===== src/rtl/net_layer_seq.sv =====
// Table-driven network sequencer: walks a host-loaded layer table, tiles each layer's output
// and dispatches tiles to one engine. Define NET_SEQ_PERF_EN to add the per-layer cycle counter.
module net_layer_seq #(
    parameter int DIM_W      = 16,
    parameter int ADDR_W     = 32,
    parameter int MAX_LAYERS = 32,
    parameter int TILE_H     = 16,
    parameter int TILE_W     = 16,
    parameter int KERNEL     = 3,
    parameter int PAD        = 1,
    localparam int AW        = $clog2(MAX_LAYERS)
) (
    input  logic                    clk,
    input  logic                    rst_n,
    input  logic                    tbl_we,
    input  logic [AW-1:0]           tbl_addr,
    input  logic [1:0]              tbl_type,
    input  logic [DIM_W-1:0]        tbl_out_c,
    input  logic                    tbl_stride2,
    input  logic [AW:0]             cfg_num_layers,
    input  logic [DIM_W-1:0]        cfg_in_h,
    input  logic [DIM_W-1:0]        cfg_in_w,
    input  logic [DIM_W-1:0]        cfg_in_c,
    input  logic [ADDR_W-1:0]       cfg_fm_base0,
    input  logic [ADDR_W-1:0]       cfg_fm_base1,
    input  logic [ADDR_W-1:0]       cfg_scratch_base,
    input  logic                    start,
    input  logic                    abort,
    output logic                    busy,
    output logic                    done,
    output logic                    aborted,
    output logic [DIM_W-1:0]        layer_idx,
    output logic [1:0]              layer_type,
    output logic [DIM_W-1:0]        cur_in_h,
    output logic [DIM_W-1:0]        cur_in_w,
    output logic [DIM_W-1:0]        cur_in_c,
    output logic [DIM_W-1:0]        cur_out_h,
    output logic [DIM_W-1:0]        cur_out_w,
    output logic [DIM_W-1:0]        cur_out_c,
    output logic [DIM_W-1:0]        cur_stride,
    output logic [DIM_W-1:0]        tile_out_row,
    output logic [DIM_W-1:0]        tile_out_col,
    output logic [DIM_W-1:0]        tile_out_h,
    output logic [DIM_W-1:0]        tile_out_w,
    output logic signed [DIM_W:0]   tile_in_row,
    output logic signed [DIM_W:0]   tile_in_col,
    output logic [DIM_W-1:0]        tile_in_h,
    output logic [DIM_W-1:0]        tile_in_w,
    output logic [ADDR_W-1:0]       in_base_addr,
    output logic [ADDR_W-1:0]       out_base_addr,
    output logic [ADDR_W-1:0]       scratch_base_addr,
    output logic                    eng_start,
    output logic [1:0]              eng_mode,
    input  logic                    eng_busy,
    input  logic                    eng_done
`ifdef NET_SEQ_PERF_EN
    ,
    output logic [31:0]             perf_layer_cycles,
    output logic                    perf_layer_valid
`endif
);
    localparam int XW = DIM_W + 1;

    typedef enum logic [2:0] {S_IDLE, S_LOAD, S_CFG, S_ISSUE, S_WAIT, S_NEXT, S_DONE, S_DRAIN} state_t;
    typedef struct packed {
        logic [1:0]       ty;
        logic [DIM_W-1:0] out_c;
        logic             s2;
    } ent_t;
    typedef struct packed {
        logic [DIM_W-1:0]     osz;
        logic signed [XW-1:0] org;
        logic [DIM_W-1:0]     isz;
    } win_t;

    state_t           state, state_n;
    ent_t             tbl [MAX_LAYERS];
    ent_t             ent;
    logic             base_sel, abort_exit, col_wrap, row_last, last_tile, w_s2;
    logic [AW:0]      num_lat;
    logic [DIM_W-1:0] cfg_oh, cfg_ow, nxt_row, nxt_col, w_row, w_col, w_oh, w_ow;
    win_t             win_h, win_w;

    function automatic logic [DIM_W-1:0] out_dim(input logic [DIM_W-1:0] d, input logic s2);
        logic [XW-1:0] t;
        t = {1'b0, d} + XW'(2 * PAD) - XW'(KERNEL);
        return DIM_W'((t >> s2) + XW'(1));
    endfunction

    // Stride is 1 or 2, so every multiply by stride is a shift by s2.
    function automatic win_t win(input logic [DIM_W-1:0] pos, input logic [DIM_W-1:0] odim,
                                 input logic s2, input int tile);
        win_t          w;
        logic [XW-1:0] rem;
        rem   = {1'b0, odim} - {1'b0, pos};
        w.osz = (rem > XW'(tile)) ? DIM_W'(tile) : rem[DIM_W-1:0];
        w.org = $signed(({1'b0, pos} << s2) - XW'(PAD));
        w.isz = DIM_W'((({1'b0, w.osz} - XW'(1)) << s2) + XW'(KERNEL));
        return w;
    endfunction

    assign busy      = (state != S_IDLE);
    assign eng_mode  = layer_type;
    assign cfg_oh    = out_dim(cur_in_h, ent.s2);
    assign cfg_ow    = out_dim(cur_in_w, ent.s2);
    assign col_wrap  = ({1'b0, tile_out_col} + XW'(TILE_W)) >= {1'b0, cur_out_w};
    assign row_last  = ({1'b0, tile_out_row} + XW'(TILE_H)) >= {1'b0, cur_out_h};
    assign last_tile = col_wrap && row_last;
    assign nxt_col   = col_wrap ? '0 : tile_out_col + DIM_W'(TILE_W);
    assign nxt_row   = col_wrap ? tile_out_row + DIM_W'(TILE_H) : tile_out_row;

    // In CFG the first window is built from the dims being latched that same cycle.
    assign w_row = (state == S_CFG) ? '0 : nxt_row;
    assign w_col = (state == S_CFG) ? '0 : nxt_col;
    assign w_oh  = (state == S_CFG) ? cfg_oh : cur_out_h;
    assign w_ow  = (state == S_CFG) ? cfg_ow : cur_out_w;
    assign w_s2  = (state == S_CFG) ? ent.s2 : cur_stride[1];
    assign win_h = win(w_row, w_oh, w_s2, TILE_H);
    assign win_w = win(w_col, w_ow, w_s2, TILE_W);

    always_ff @(posedge clk) begin
        if (tbl_we && !busy) tbl[tbl_addr] <= '{ty: tbl_type, out_c: tbl_out_c, s2: tbl_stride2};
        if (state == S_LOAD) ent <= tbl[layer_idx[AW-1:0]];
    end

    always_comb begin
        state_n    = state;
        eng_start  = 1'b0;
        abort_exit = 1'b0;
        case (state)
            S_IDLE:  if (start) state_n = (cfg_num_layers == '0) ? S_DONE : S_LOAD;
            S_LOAD:  state_n = S_CFG;
            S_CFG:   state_n = S_ISSUE;
            S_ISSUE: if (!eng_busy) begin
                eng_start = 1'b1;
                state_n   = S_WAIT;
            end
            S_WAIT:  if (eng_done) state_n = last_tile ? S_NEXT : S_ISSUE;
            S_NEXT:  state_n = (layer_idx == DIM_W'(num_lat) - DIM_W'(1)) ? S_DONE : S_LOAD;
            S_DONE:  state_n = S_IDLE;
            S_DRAIN: if (eng_done) begin
                state_n    = S_IDLE;
                abort_exit = 1'b1;
            end
            default: state_n = S_IDLE;
        endcase
        // An in-flight tile must finish before we report the abort.
        if (abort && busy && state != S_DRAIN) begin
            eng_start = 1'b0;
            if (state == S_WAIT && !eng_done) begin
                state_n = S_DRAIN;
            end else begin
                state_n    = S_IDLE;
                abort_exit = 1'b1;
            end
        end
    end

    always_ff @(posedge clk or negedge rst_n) begin
        if (!rst_n) begin
            state <= S_IDLE;
            base_sel <= 1'b0;
            num_lat <= '0;
            done <= 1'b0;
            aborted <= 1'b0;
            layer_idx <= '0;
            layer_type <= '0;
            cur_in_h <= '0;
            cur_in_w <= '0;
            cur_in_c <= '0;
            cur_out_h <= '0;
            cur_out_w <= '0;
            cur_out_c <= '0;
            cur_stride <= '0;
            tile_out_row <= '0;
            tile_out_col <= '0;
            tile_out_h <= '0;
            tile_out_w <= '0;
            tile_in_row <= '0;
            tile_in_col <= '0;
            tile_in_h <= '0;
            tile_in_w <= '0;
            in_base_addr <= '0;
            out_base_addr <= '0;
            scratch_base_addr <= '0;
        end else begin
            state             <= state_n;
            done              <= (state == S_DONE) && !abort;
            aborted           <= abort_exit;
            in_base_addr      <= base_sel ? cfg_fm_base1 : cfg_fm_base0;
            out_base_addr     <= base_sel ? cfg_fm_base0 : cfg_fm_base1;
            scratch_base_addr <= cfg_scratch_base;
            case (state)
                S_IDLE: if (start && cfg_num_layers != '0) begin
                    cur_in_h  <= cfg_in_h;
                    cur_in_w  <= cfg_in_w;
                    cur_in_c  <= cfg_in_c;
                    layer_idx <= '0;
                    base_sel  <= 1'b0;
                    num_lat   <= cfg_num_layers;
                end
                S_CFG: begin
                    layer_type   <= (ent.ty == 2'd3) ? 2'd1 : ent.ty;
                    cur_out_c    <= ent.out_c;
                    cur_stride   <= ent.s2 ? DIM_W'(2) : DIM_W'(1);
                    cur_out_h    <= cfg_oh;
                    cur_out_w    <= cfg_ow;
                    tile_out_row <= '0;
                    tile_out_col <= '0;
                end
                S_WAIT: if (eng_done && !last_tile) begin
                    tile_out_row <= nxt_row;
                    tile_out_col <= nxt_col;
                end
                S_NEXT: begin
                    cur_in_h <= cur_out_h;
                    cur_in_w <= cur_out_w;
                    cur_in_c <= cur_out_c;
                    base_sel <= ~base_sel;
                    if (state_n == S_LOAD) layer_idx <= layer_idx + DIM_W'(1);
                end
                default: ;
            endcase
            if (state_n == S_ISSUE && state != S_ISSUE) begin
                tile_out_h  <= win_h.osz;
                tile_out_w  <= win_w.osz;
                tile_in_row <= win_h.org;
                tile_in_col <= win_w.org;
                tile_in_h   <= win_h.isz;
                tile_in_w   <= win_w.isz;
            end
        end
    end

`ifdef NET_SEQ_PERF_EN
    logic [31:0] perf_cnt;

    always_ff @(posedge clk or negedge rst_n) begin
        if (!rst_n) begin
            perf_cnt          <= '0;
            perf_layer_cycles <= '0;
            perf_layer_valid  <= 1'b0;
        end else begin
            perf_layer_valid <= 1'b0;
            if (state == S_LOAD) perf_cnt <= '0;
            else if (busy)       perf_cnt <= perf_cnt + 32'd1;
            // The reported count includes the NEXT cycle itself.
            if (state == S_NEXT) begin
                perf_layer_cycles <= perf_cnt + 32'd1;
                perf_layer_valid  <= 1'b1;
            end
        end
    end
`endif
endmodule


===== config.mk =====
export PLATFORM = sky130hd
export DESIGN_NAME = net_layer_seq
export DESIGN_NICKNAME = d
export VERILOG_FILES = /design/src/rtl/net_layer_seq.sv
export SDC_FILE = /design/constraint.sdc
export NUM_CORES = 1
export LEC_CHECK = 0
export CORE_MARGIN = 2
export CORE_UTILIZATION = 25
export DETAILED_ROUTE_END_ITERATION = 16
export GPL_ROUTABILITY_DRIVEN = 0
export HOLD_SLACK_MARGIN = 0.15
export MAX_ROUTING_LAYER = met4
export PLACE_DENSITY = 0.38
export SLEW_MARGIN = 10
export SYNTH_ARGS = -nofsm -noshare
export SYNTH_HDL_FRONTEND = slang
export SYNTH_SLANG_ARGS = --single-unit

===== constraint.sdc =====
create_clock -name clk -period 10.32 [get_ports clk]
set_clock_uncertainty 0.05 [all_clocks]
set_input_delay 1.548 -clock clk [delete_from_list [all_inputs] [get_ports clk]]
set_output_delay 1.548 -clock clk [all_outputs]
set_load 0.03 [all_outputs]

==> metrics.yaml, run 1 <==
outcome:
  outcome: "finished, final reports clean"
yosys:
  ys_warn_count: 0
  async_reset_ff_share_pct: 35.8
  synth_most_common_cell: "edfxtp_1"
  netlist_area_mm2: 0.0438
  synthFlopType: "edfxtp_1"
  synth_edf_count: 627
  ys_top_cells_by_count: "627 x edfxtp_1, 349 x dfrtp_1, 302 x nand2_1"
  synth_area_leaders: "edfxtp_1 43%, dfrtp_1 20%, mux4_2 9.8%"
  synth_seq_area_share_pct: 62.9
  syn_area_per_cell_um2: 13.9
  synth_seq_cells: 976
  syn_inst: 3151
  netlist.area_leader.share_pct: 42.9
  synth_top_area_cell: "edfxtp_1"
  synth_cell_types: 95
cts:
  cts-resized-gates: 0
  htreeDepth: 3
  cts_setup_buffers: 0
  cts-root-buf: "clkbuf_16"
  cts.sinks: 976
  clk_pin_slew_ns: 0.06
  clk_path_buf_depth: 3
  numCtsBuffers: 116
  clkLatencyLatePin_ns: 0.79
  cts_tree: "yes"
  cts_hold_buf: 0
sta:
  max_slew_margin_pct: 22.0
  period_minus_slack_ns: 8.14
  hold_ws_ns: 0.390
  timing.final.crit_share_pct: 78.8
  hold_viol: 0
  rsz0062_at_grt: "false"
  finalSetupTns_ns: 0
  fmax_ghz: 0.123
  worst_pin_slew_ns: 1.16
  slew_violations: 0
  setup_viol: 0
layout:
  fill_cells: 17235
  num-nets-final: 3952
  syn_to_final_growth_pct: 27.3
  utilization_pct: 32.1
  drive_above_1_share_pct: 16.3
global_routing:
  antenna_found_initial: 10
  grt_pass1_vias: 29314
  grt_max_degree: 130
  grtUsageTotal_pct: 17.4
  grt.overflow.total: 0
  grt_pass1_wl_mm: 220
die:
  die_area_mm2: 0.179
  rows: 153
  die_w_um: 423
  start_util_pct: 25.2
  die_h_um: 423
  core-area_mm2: 0.174
  io_pins: 543
min_path:
  hold_path_class: "register to register"
setup_path:
  crit_type: "register to register"
  end_kind: "register"
  cp_slowest_cell: "o41ai_1"
  required_ns: 10.94
  cp_max_fo: 12
  arrival_ns: 8.75
  cpPeakStageDelay_ns: 0.67
  cpMostUsedCell: "ha_1"
  cp-start-kind: "register"
power:
  power_density_mw_per_mm2: 292
  leakage_uw: 0.0198
  ir_worst_vdd_mv: 0.174
placement:
  place_hpwl_mm: 104
  portBuffers: 524
routing:
  vias: 28207
  ant_nets: 0
  drt_iter0_drc: 2221
  routedWlPerCell_um: 24.9
  avgViaCountPerCell: 4.61
  first_pass_iters: 5
  finalWirelength_mm: 152
  drc: 0
job:
  maxCapViolCount: 0
cell type report:
type / instances / area (um2) / share of cell area, %
Clock inverter: 59 / 676 / 1.21
Antenna cell: 2 / 5.00 / 0.00896
Inverter: 71 / 267 / 0.477
Multi-Input combinational cell: 1935 / 15400 / 27.7
Timing Repair Buffer: 596 / 5810 / 10.4
Sequential cell: 976 / 27600 / 49.4
Clock buffer: 159 / 3140 / 5.63
Tap cell: 2325 / 2910 / 5.21
cells by family after synthesis:
group	Yosys count	share of synthesized area, %
DFF	976	62.9
xor gates and xnor gates	141	2.83
other	2	0.0171
adders and majority gates	75	2.17
and+or+nand+nor	863	9.21
buffers and inverters	261	2.45
AOI/OAI and AO/OA	530	7.85
muxes	303	12.6
per-stage QoR:
stage / setup WS, ns / total power [uW] / area, um2 / instances
2_1_floorplan: 2.71 / 9640 / 43900 / 3172
3_5_place_dp: 2.17 / 12400 / 52000 / 5903
3_3_place_gp: 2.29 / 12400 / 52000 / 5903
6_report: 2.18 / 16300 / 55800 / 6123
4_1_cts: 2.12 / 16600 / 55800 / 6121
5_1_grt: 1.35 / 17300 / 55800 / 6123
report_power, final:
| group | internal [uW] | switching [uW] | leakage (uW) |
|---|---|---|---|
| clock | 2370 | 1750 | 0.00183 |
| combinational | 2720 | 4190 | 0.00802 |
| sequential | 4620 | 631 | 0.00995 |
| total | 9710 | 6580 | 0.0198 |
critical path, delay by kind of cell (launching register included):
family / cells / cell delay, ns
buffers and inverters: 1 / 0.15
AOI/OAI and AO/OA: 6 / 1.69
and+or+nand+nor: 15 / 3.39
DFF: 1 / 0.54
xor gates and xnor gates: 3 / 0.80
adders and majority gates: 4 / 1.44
worst paths after layout:
check	startpoint	endpoint	cells after the start	slack [ns]
min	ent[9]	cur_out_c[8]	2	0.39
min in group asynchronous	rst_n	cur_out_h[1]	1	0.86
max in group asynchronous	rst_n	layer_idx[1]	2	7.77
min reg2reg	ent[9]	cur_out_c[8]	2	0.39
max	tile_out_col[4]	tile_in_h[8]	29	2.18
max reg2reg	tile_out_col[4]	tile_in_h[8]	29	2.18
layout by cell type, fill, tap and decap left out, types with 10 or more instances in the layout:
cell             netlist  layout
a211oi_1              19      19
a21o_1                38      38
a21oi_1               96      96
a31oi_1               17      17
and2_1                33      33
and3_1                18      18
and4_1                10      10
buf_4                 22      70
clkbuf_1             134      35
clkbuf_16              0     116
clkdlybuf4s50_1        0     521
clkinv_1               1      22
clkinv_2               0      16
conb_1                 2      23
dfrtp_1              349     343
edfxtp_1             627     627
ha_1                  73      73
inv_1                 70      70
mux2_2                96      96
mux2i_1               17      16
mux4_2               190     190
nand2_1              302     301
nand2b_1              24      24
nand3_1               61      58
nand4_1               21      21
nor2_1               261     229
nor2_2                 1      33
nor2b_1               14      14
nor3_1                40      38
nor4_1                12      11
o211ai_1              16      16
o21a_1                13      13
o21ai_0              158     158
o22ai_1               52      52
o31ai_1               29      29
or2_2                 15      15
or3_1                 14      13
xnor2_1               84      84
xor2_1                56      56
registers in the layout, summed over array words and instances (netlist names), 17 cells and up:
signal and count:
out_base_addr 32, ent 19, scratch_base_addr 32, tile_in_col 17, in_base_addr 32, tbl 608
metal layers:
layer	GRT usage [%]	wire length (um)	up-vias
met2	29.2	76700	556
met5	-	0	-
met3	2.69	5770	174
met1	22.0	66500	14538
li1	-	-	12939
met4	4.03	3420	0
No activity file was read; power rests on OpenSTA's default activity.
==> inputs of run 2 (changes only) <==
Clock period 10.32 ns to 8.3 ns, I/O delays scaled along.
==> run 2 against run 1 <==
Against the previous run: sequential share of layout area hardly changed; power up 24%; combinational power rose by 27%; critical path type unchanged.
==> metrics.yaml, run 2 (synthesis results as in run 1) <==
layout:
  final_common_cell: "edfxtp_1"
  largest_register_ffs: 608
  syn_to_final_growth_pct: 27.4
  postLayoutCellArea_mm2: 0.0559
  utilization_pct: 32.1
  most-common-layout-cells: "627 x edfxtp_1, 519 x clkdlybuf4s50_1, 343 x dfrtp_1, 301 x nand2_1, 228 x nor2_1"
  num-nets-final: 3974
  drive_above_1_share_pct: 16.8
  regMostFlops: "tbl"
die:
  io_pins: 543
  die_w_um: 423
  die_h_um: 423
  start_util_pct: 25.2
  core-area_mm2: 0.174
  rows: 153
  die_area_mm2: 0.179
global_routing:
  grt_pass1_wl_mm: 220
  grt.overflow.total: 0
  grtUsageTotal_pct: 17.3
  grt_pass1_vias: 29402
  antenna_found_initial: 9
  grt_max_degree: 144
sta:
  worst_pin_slew_ns: 1.15
  setup_viol: 0
  slew_violations: 0
  hold_ws_ns: 0.388
  period_minus_slack_ns: 7.78
  fmax_ghz: 0.128
  hold_viol: 0
  max_slew_margin_pct: 22.8
  timing.final.crit_share_pct: 93.8
cts:
  cts_tree: "yes"
  numCtsBuffers: 116
  clk_path_buf_depth: 3
  cts_hold_buf: 0
  htreeDepth: 3
  cts-root-buf: "clkbuf_16"
  cts.sinks: 976
  cts-resized-gates: 0
  cts_setup_buffers: 0
  clk_pin_slew_ns: 0.06
  clkLatencyLatePin_ns: 0.79
placement:
  place_hpwl_mm: 104
  dpl_cell_area_mm2: 0.0522
  portBuffers: 524
setup_path:
  cp_max_fo: 23
  crit_type: "register to register"
  cpMostUsedCell: "ha_1"
  cpPeakStageDelay_ns: 0.48
  cp-start-kind: "register"
  arrival_ns: 8.38
  cp_slowest_cell: "or4_1"
  crit_buf_inv: 1
  cpLargestDelayFamily: "simple AND/OR/NAND/NOR gates"
  required_ns: 8.89
  end_kind: "register"
job:
  maxCapViolCount: 0
outcome:
  outcome: "finished, final reports clean"
routing:
  routedWlPerCell_um: 24.9
  avgViaCountPerCell: 4.63
  ant_nets: 0
  drc: 0
  drt_iter0_drc: 1865
  finalWirelength_mm: 153
  first_pass_iters: 7
  vias: 28436
power:
  ir_worst_vdd_mv: 0.257
  leakage_uw: 0.0199
  power_density_mw_per_mm2: 360
  power_uw: 20100
min_path:
  hold_path_class: "register to register"
[run 2: worst min-delay path: cells and delay by family (launching register included)]
kind | cells | cell delay (ns)
AND/OR/NAND/NOR | 2 | 0.09
flip-flops | 1 | 0.32
[run 2: layout make-up]
type                    instances  area (um2)
diodes                          4        10.0
clock buffers                 146        3090
clock inverters                67         548
fillers                     17309      118000
inverters                      71         267
multi-input cells            1935       15500
flip-flops and latches        976       27600
well taps                    2325        2910
repair buffers                618        6000
[run 2: path summary, 6_finish.rpt]
path                                       from       endpoint  slack, ns  depth (start not counted)
worst min-delay path                    ent[12]  cur_out_c[11]       0.39                          2
min in group asynchronous                 rst_n   cur_in_w[13]       0.48                          1
max in group asynchronous                 rst_n   layer_idx[0]       6.24                          2
worst max-delay path            tile_out_col[5]   tile_in_w[5]       0.52                         31
worst max register to register  tile_out_col[5]   tile_in_w[5]       0.52                         31
worst min register to register          ent[12]  cur_out_c[11]       0.39                          2
[run 2: where the power goes]
| group | total [uW] | internal [uW] | leakage, uW | switching [uW] |
|---|---|---|---|---|
| clock | 4910 | 2760 | 0.00177 | 2160 |
| combinational | 8770 | 3470 | 0.00816 | 5290 |
| sequential | 6450 | 5750 | 0.00995 | 701 |
[run 2: layer usage]
| layer | global-route usage, % | wire length (um) | vias up |
|---|---|---|---|
| met3 | 2.48 | 6190 | 168 |
| met4 | 4.07 | 2940 | 0 |
| li1 | - | - | 12995 |
| met1 | 21.5 | 65200 | 14640 |
| met2 | 29.8 | 78500 | 633 |
| met5 | - | 0 | - |
[run 2: through the flow]
stage / setup WS [ns] / TNS [ns] / std cells
CTS: 0.381 / 0 / 6138
floorplan: 0.687 / 0 / 3172
finish: 0.516 / 0 / 6142
global placement: 0.524 / 0 / 5925
detailed placement: 0.442 / 0 / 5925
global route: -0.0221 / -0.0221 / 6140
